$ cat config.mk
export PLATFORM = sky130hd
export DESIGN_NAME = imm_instr_packer
export DESIGN_NICKNAME = d
export VERILOG_FILES = /design/src/rtl/imm_instr_packer.sv
export SDC_FILE = /design/constraint.sdc
export NUM_CORES = 1
export LEC_CHECK = 0
export ABC_AREA = 1
export BUFFER_PORTS_ARGS = -buffer_cell sky130_fd_sc_hd__buf_2
export CORE_AREA = 2 2 150 152
export CTS_BUF_LIST = sky130_fd_sc_hd__clkbuf_4 sky130_fd_sc_hd__clkbuf_8
export CTS_CLUSTER_SIZE = 30
export DETAILED_ROUTE_END_ITERATION = 8
export DIE_AREA = 0 0 152 154
export SLEW_MARGIN = 20
export SYNTH_ARGS = -nofsm -noshare
export SYNTH_HDL_FRONTEND = slang
export SYNTH_SLANG_ARGS = --single-unit
$ cat constraint.sdc
create_clock -name clk -period 5.3 [get_ports clk]
set_input_delay 0.53 -clock clk [delete_from_list [all_inputs] [get_ports clk]]
set_output_delay 0.53 -clock clk [all_outputs]
set_load 0.05 [all_outputs]
$ cat src/rtl/imm_instr_packer.sv
// imm_instr_packer: two-stage RV32I instruction word assembler.
// Packs a two's complement immediate into the type-specific bit positions of
// a 32-bit instruction word and range-checks that the immediate fits. Each
// representable word is emitted with an auto-incrementing byte address.
// Unrepresentable words are dropped with an error pulse and a saturating count.
// Ports:
//   clk, rst         clock, synchronous active-high reset
//   in_valid/ready   request handshake (opcode, rd, rs1, rs2, funct3, funct7,
//                    imm, imm_type)
//   load_addr        load addr_in into the address counter
//   out_valid/ready  output handshake (instr, addr)
//   err_pulse        one-cycle pulse per dropped word
//   err_count        saturating dropped-word count
module imm_instr_packer #(
  parameter int unsigned ERR_CNT_W = 8
) (
  input  logic                 clk,
  input  logic                 rst,
  input  logic                 in_valid,
  output logic                 in_ready,
  input  logic [6:0]           opcode,
  input  logic [4:0]           rd,
  input  logic [4:0]           rs1,
  input  logic [4:0]           rs2,
  input  logic [2:0]           funct3,
  input  logic [6:0]           funct7,
  input  logic [31:0]          imm,
  input  logic [2:0]           imm_type,
  input  logic                 load_addr,
  input  logic [31:0]          addr_in,
  output logic                 out_valid,
  input  logic                 out_ready,
  output logic [31:0]          instr,
  output logic [31:0]          addr,
  output logic                 err_pulse,
  output logic [ERR_CNT_W-1:0] err_count
);

  localparam logic [2:0] ITYPE = 3'd1;
  localparam logic [2:0] STYPE = 3'd2;
  localparam logic [2:0] BTYPE = 3'd3;
  localparam logic [2:0] UTYPE = 3'd4;
  localparam logic [2:0] JTYPE = 3'd5;

  typedef struct packed {
    logic [6:0]  opcode;
    logic [4:0]  rd;
    logic [4:0]  rs1;
    logic [4:0]  rs2;
    logic [2:0]  funct3;
    logic [6:0]  funct7;
    logic [31:0] imm;
    logic [2:0]  imm_type;
  } req_t;

  logic                 s1_valid_q, s1_valid_d;
  req_t                 s1_q, s1_d;
  logic                 out_valid_q, out_valid_d;
  logic [31:0]          instr_q, instr_d;
  logic [31:0]          addr_q, addr_d;
  logic [31:0]          addr_cnt_q, addr_cnt_d;
  logic                 err_pulse_q, err_pulse_d;
  logic [ERR_CNT_W-1:0] err_count_q, err_count_d;

  logic [31:0] pack_instr;
  logic        pack_err;
  logic        hi11_ok, hi12_ok, hi20_ok;
  logic        s1_adv, s1_drop, accept;

  // Sign-extension checks: the upper bits must all be copies of the sign bit.
  assign hi11_ok = (&s1_q.imm[31:11]) | ~(|s1_q.imm[31:11]);
  assign hi12_ok = (&s1_q.imm[31:12]) | ~(|s1_q.imm[31:12]);
  assign hi20_ok = (&s1_q.imm[31:20]) | ~(|s1_q.imm[31:20]);

  // Pack and range check on the stage-1 entry.
  always_comb begin
    pack_instr = {s1_q.funct7, s1_q.rs2, s1_q.rs1, s1_q.funct3, s1_q.rd, s1_q.opcode};
    pack_err   = 1'b0;
    case (s1_q.imm_type)
      ITYPE: begin
        pack_instr = {s1_q.imm[11:0], s1_q.rs1, s1_q.funct3, s1_q.rd, s1_q.opcode};
        pack_err   = ~hi11_ok;
      end
      STYPE: begin
        pack_instr = {s1_q.imm[11:5], s1_q.rs2, s1_q.rs1, s1_q.funct3,
                      s1_q.imm[4:0], s1_q.opcode};
        pack_err   = ~hi11_ok;
      end
      BTYPE: begin
        pack_instr = {s1_q.imm[12], s1_q.imm[10:5], s1_q.rs2, s1_q.rs1, s1_q.funct3,
                      s1_q.imm[4:1], s1_q.imm[11], s1_q.opcode};
        pack_err   = s1_q.imm[0] | ~hi12_ok;
      end
      UTYPE: begin
        pack_instr = {s1_q.imm[31:12], s1_q.rd, s1_q.opcode};
        pack_err   = |s1_q.imm[11:0];
      end
      JTYPE: begin
        pack_instr = {s1_q.imm[20], s1_q.imm[10:1], s1_q.imm[11], s1_q.imm[19:12],
                      s1_q.rd, s1_q.opcode};
        pack_err   = s1_q.imm[0] | ~hi20_ok;
      end
      default: ;
    endcase
  end

  // Error entries leave unconditionally; good entries need a free output slot.
  assign s1_adv   = s1_valid_q & ~pack_err & (~out_valid_q | out_ready);
  assign s1_drop  = s1_valid_q & pack_err;
  assign in_ready = ~s1_valid_q | s1_adv | s1_drop;
  assign accept   = in_valid & in_ready;

  // Next-state for both stages, address counter and error reporting.
  always_comb begin
    s1_valid_d  = s1_valid_q;
    s1_d        = s1_q;
    out_valid_d = out_valid_q;
    instr_d     = instr_q;
    addr_d      = addr_q;
    addr_cnt_d  = addr_cnt_q;
    err_pulse_d = s1_drop;
    err_count_d = err_count_q;

    if (accept) begin
      s1_valid_d = 1'b1;
      s1_d       = '{opcode: opcode, rd: rd, rs1: rs1, rs2: rs2, funct3: funct3,
                     funct7: funct7, imm: imm, imm_type: imm_type};
    end else if (s1_adv || s1_drop) begin
      s1_valid_d = 1'b0;
    end

    if (s1_adv) begin
      out_valid_d = 1'b1;
      instr_d     = pack_instr;
      addr_d      = addr_cnt_q;
      addr_cnt_d  = addr_cnt_q + 32'd4;
    end else if (out_ready) begin
      out_valid_d = 1'b0;
    end

    // A load wins over the increment; the moving word already took the old value.
    if (load_addr) begin
      addr_cnt_d = addr_in;
    end

    if (s1_drop && (err_count_q != {ERR_CNT_W{1'b1}})) begin
      err_count_d = err_count_q + ERR_CNT_W'(1);
    end
  end

  // State registers with synchronous reset.
  always_ff @(posedge clk) begin
    if (rst) begin
      s1_valid_q  <= 1'b0;
      s1_q        <= '0;
      out_valid_q <= 1'b0;
      instr_q     <= '0;
      addr_q      <= '0;
      addr_cnt_q  <= '0;
      err_pulse_q <= 1'b0;
      err_count_q <= '0;
    end else begin
      s1_valid_q  <= s1_valid_d;
      s1_q        <= s1_d;
      out_valid_q <= out_valid_d;
      instr_q     <= instr_d;
      addr_q      <= addr_d;
      addr_cnt_q  <= addr_cnt_d;
      err_pulse_q <= err_pulse_d;
      err_count_q <= err_count_d;
    end
  end

  assign out_valid = out_valid_q;
  assign instr     = instr_q;
  assign addr      = addr_q;
  assign err_pulse = err_pulse_q;
  assign err_count = err_count_q;

endmodule
==> flow_summary.ini <==
[placed_design]
dpl_cell_area_um2 = 9049
io_buffer_count = 178
pre_cts_slack_ns = 1.647
hpwl_um = 16420
gpl.final_weighted_congestion = 0.8803

[worst_setup_path]
endpoint_kind = primary output
timing.critical_path.fanout_max = 69
timing.critical_path.cells = inv_2, nor2_2, nand2_1, inv_1, nand2_1, nand2_1, inv_2, nand4_4, buf_4, buf_2
cp_num_buf_inv = 5
worstSetupPathType = flop to primary output
required_time_of_the_critical_path_ns = 4.77
slowest_stage = sky130_fd_sc_hd__buf_4
crit_path_start_kind = flop
crit_top_cell = sky130_fd_sc_hd__nand2_1
cpLargestDelayFamily = buffers and inverters
critical-path-max-stage-delay_ns = 0.59
timing.critical_path.arrival_ns = 3.23

[floorplanning]
floorplan.rows = 54
die_w_um = 152
die_area_um2 = 23410
core_area_um2 = 21690
dieHeight_um = 154
floorplan.initialDensity_pct = 37.39
ports = 179

[logic_synthesis]
yosysSeqAreaShare_pct = 42.96
synth-seq-cells = 174
post_synth.cell_area_avg_um2 = 6.780
synth_largest_area_cell = sky130_fd_sc_hd__dfxtp_1
synthesis.yosys.warnings = 0
synth_edf_count = 0
synth.top_cells.by_area = sky130_fd_sc_hd__dfxtp_1 43%, sky130_fd_sc_hd__nand2_1 14%, sky130_fd_sc_hd__nand3_1 8.6%, sky130_fd_sc_hd__a21oi_1 7.7%, sky130_fd_sc_hd__nor2_1 7.4%
net_count_after_synthesis = 1302
async_flop_share_pct = 0
post_synth_inst_count = 1196
syn-cell-area_um2 = 8109
synth_top_area_share_pct = 42.96
synth_top_flop_cell = sky130_fd_sc_hd__dfxtp_1
synth.distinct_cells = 32

[cts]
htree_num_levels = 4
cts_setup_buffers = 0
worst_skew_pair_latency_ns = 0.47
cts_buffers = 17
post_cts_resized = 0
cts_hold_repair.buffers = 0
clockRootBuffer = sky130_fd_sc_hd__clkbuf_8
cts_max_path_buffers = 2
cts_tree = done
cts_sinks = 174
path_clk_slew_ns = 0.10

[global_routing]
grt_first_pass_wirelength_um = 39460
first_global_vias = 7712
number_of_antenna_violations_at_the_first_check_in_global_routing = 0
grt-ovfl-total = 0
grt_start_max_net_pins = 93
global_route.usage.total_pct = 20.58

[pwr]
p_sw_share_pct = 33.66
power.density_nw_per_um2 = 316.7
power.ir.vdd_worst_uv = 124.5
share_seq_of_total_power_pct = 48.8
cellLeakagePower_nw = 4.103
cellInternalPower_w = 0.001987
power.clock.fraction_pct = 33.1
net_switching_power_of_the_design_w = 0.001008
fraction_of_power_consumed_by_combinational_cells_pct = 18.1

[finish]
most_common_library_cell_in_the_layout_ignoring_fill_and_taps = sky130_fd_sc_hd__nand2_1
insertedDiodeCount = 0
postLayoutCellArea_um2 = 9460
design.final.nets = 1431
layout-area-overhead-vs-synth_pct = 16.66
final_layout_size_suffix_gt1_share_pct = 17.19
finish.utilization_pct = 43.62
mostFrequentLayoutCells = 305 x sky130_fd_sc_hd__nand2_1, 177 x sky130_fd_sc_hd__buf_2, 174 x sky130_fd_sc_hd__dfxtp_1

[sta]
timing.final.setup_violations = 0
final_min_period_over_clock_period_pct = 70.92
max_clock_freq_mhz = 266.0
final_hold_viol_count = 0
crit_path_time_final_ns = 3.759
timing.final.ws_setup_ns = 1.541
fin_setup_tns_ns = 0
timing.max_slew.rel_slack_pct = 30.52
maximum_clock_skew_at_final_layout_ns = 0.01265
maxSlewViolCount = 0
rsz0062_at_grt = no
tightestPinTransition_ns = 1.041

[drt]
average_wire_per_standard_cell_um = 14.93
firstDrtPassIters = 4
post-route-drc-count = 0
drt.antenna.violating_nets = 0
routed-via-count = 8150
drtIter0Drc = 597
wl_um = 24160
avgViaCountPerCell = 5.037

[run]
max-cap-violations = 0

[min_path]
holdCritPathClass = input pin to flop

[status]
result_of_the_run = finished clean
-- area by class of cell --
type | instances | area, µm²
clock buffers | 17 | 234.0
flip-flops and latches | 174 | 3483
inverters | 70 | 265.3
multi-input cells | 878 | 4014
fillers | 2293 | 12230
repair buffers | 184 | 938.4
well taps | 280 | 350.3
clock inverters | 15 | 175.2
-- kinds of logic after synthesis --
logic type               Yosys count  share of synthesized area [%]
AND/OR/NAND/NOR                  638                          32.97
multiplexers                       7                         0.8641
adder cells (fa/ha/maj)            2                         0.3085
AO/OA/AOI/OAI                    216                          13.70
buffers and inverters            144                          7.576
flip-flops                       174                          42.96
XOR/XNOR                          15                          1.620
-- registers in the layout, indices dropped and copies added (netlist names) --
| signal | count |
|---|---|
| instr | 32 |
| addr_cnt_q | 32 |
| s1_q | 67 |
| addr | 32 |
| s1_valid_q | 1 |
| out_valid | 1 |
| err_pulse | 1 |
| err_count | 8 |
-- cells in the mapped netlist (2+ instances only) --
| cell type | count |
|---|---|
| sky130_fd_sc_hd__xor2_1 | 9 |
| sky130_fd_sc_hd__xnor2_1 | 6 |
| sky130_fd_sc_hd__a21oi_1 | 125 |
| sky130_fd_sc_hd__nor2_1 | 159 |
| sky130_fd_sc_hd__o21ai_1 | 9 |
| sky130_fd_sc_hd__nor3_1 | 13 |
| sky130_fd_sc_hd__nand2_2 | 2 |
| sky130_fd_sc_hd__o221ai_1 | 3 |
| sky130_fd_sc_hd__buf_6 | 4 |
| sky130_fd_sc_hd__buf_2 | 17 |
| sky130_fd_sc_hd__clkbuf_1 | 42 |
| sky130_fd_sc_hd__nand2_1 | 306 |
| sky130_fd_sc_hd__o21ai_0 | 70 |
| sky130_fd_sc_hd__a31oi_1 | 2 |
| sky130_fd_sc_hd__inv_2 | 6 |
| sky130_fd_sc_hd__nand4_4 | 2 |
| sky130_fd_sc_hd__clkinv_1 | 2 |
| sky130_fd_sc_hd__ha_1 | 2 |
| sky130_fd_sc_hd__inv_1 | 62 |
| sky130_fd_sc_hd__nand3_1 | 139 |
| sky130_fd_sc_hd__mux2i_1 | 7 |
| sky130_fd_sc_hd__nand3b_1 | 5 |
| sky130_fd_sc_hd__nand4_1 | 9 |
| sky130_fd_sc_hd__buf_1 | 5 |
| sky130_fd_sc_hd__o211ai_1 | 5 |
| sky130_fd_sc_hd__dfxtp_1 | 174 |
| sky130_fd_sc_hd__buf_4 | 6 |
-- power by group through the flow --
stage	clock (W)	combinational (W)	sequential, W
2_1_floorplan	0	0.000261	0.00162
5_1_grt	0.00106	0.000601	0.00147
4_1_cts	0.00101	0.000547	0.00146
6_report	0.000992	0.000543	0.00146
3_5_place_dp	0	0.000546	0.00149
3_3_place_gp	0	0.000541	0.00149
-- final timing paths --
kind,end,slack (ns),from,cells after the start
min,addr_cnt_q[1],0.28,addr_in[1],3
min reg2reg,s1_q[66],0.47,s1_q[66],2
max,in_ready,1.54,s1_q[2],10
max reg2reg,addr[6],1.96,s1_q[2],12
-- per-layer routing --
layer | track usage [%] | up-vias | wire length, µm
li1 | - | 4163 | -
met3 | 3.946 | 37 | 1185
met5 | 0 | - | 0
met1 | 28.17 | 3712 | 11880
met4 | 6.943 | 0 | 550
met2 | 32.63 | 238 | 10540
-- stage by stage --
| stage | cells | power [W] | hold WS [ns] |
|---|---|---|---|
| 5_1_grt | 1618 | 0.003136 | 0.2726 |
| 3_5_place_dp | 1586 | 0.002037 | 0.4511 |
| 3_3_place_gp | 1586 | 0.002030 | 0.4451 |
| 2_1_floorplan | 1196 | 0.001878 | 0.4369 |
| 4_1_cts | 1618 | 0.003021 | 0.2609 |
| 6_report | 1618 | 0.002996 | 0.2844 |
-- worst min-delay path: stages --
cell and delay (ns):
sky130_fd_sc_hd__buf_2 0.07, sky130_fd_sc_hd__nor2_1 0.03, sky130_fd_sc_hd__nor2_1 0.08
Note: power is estimated with default switching activity, not from simulation.
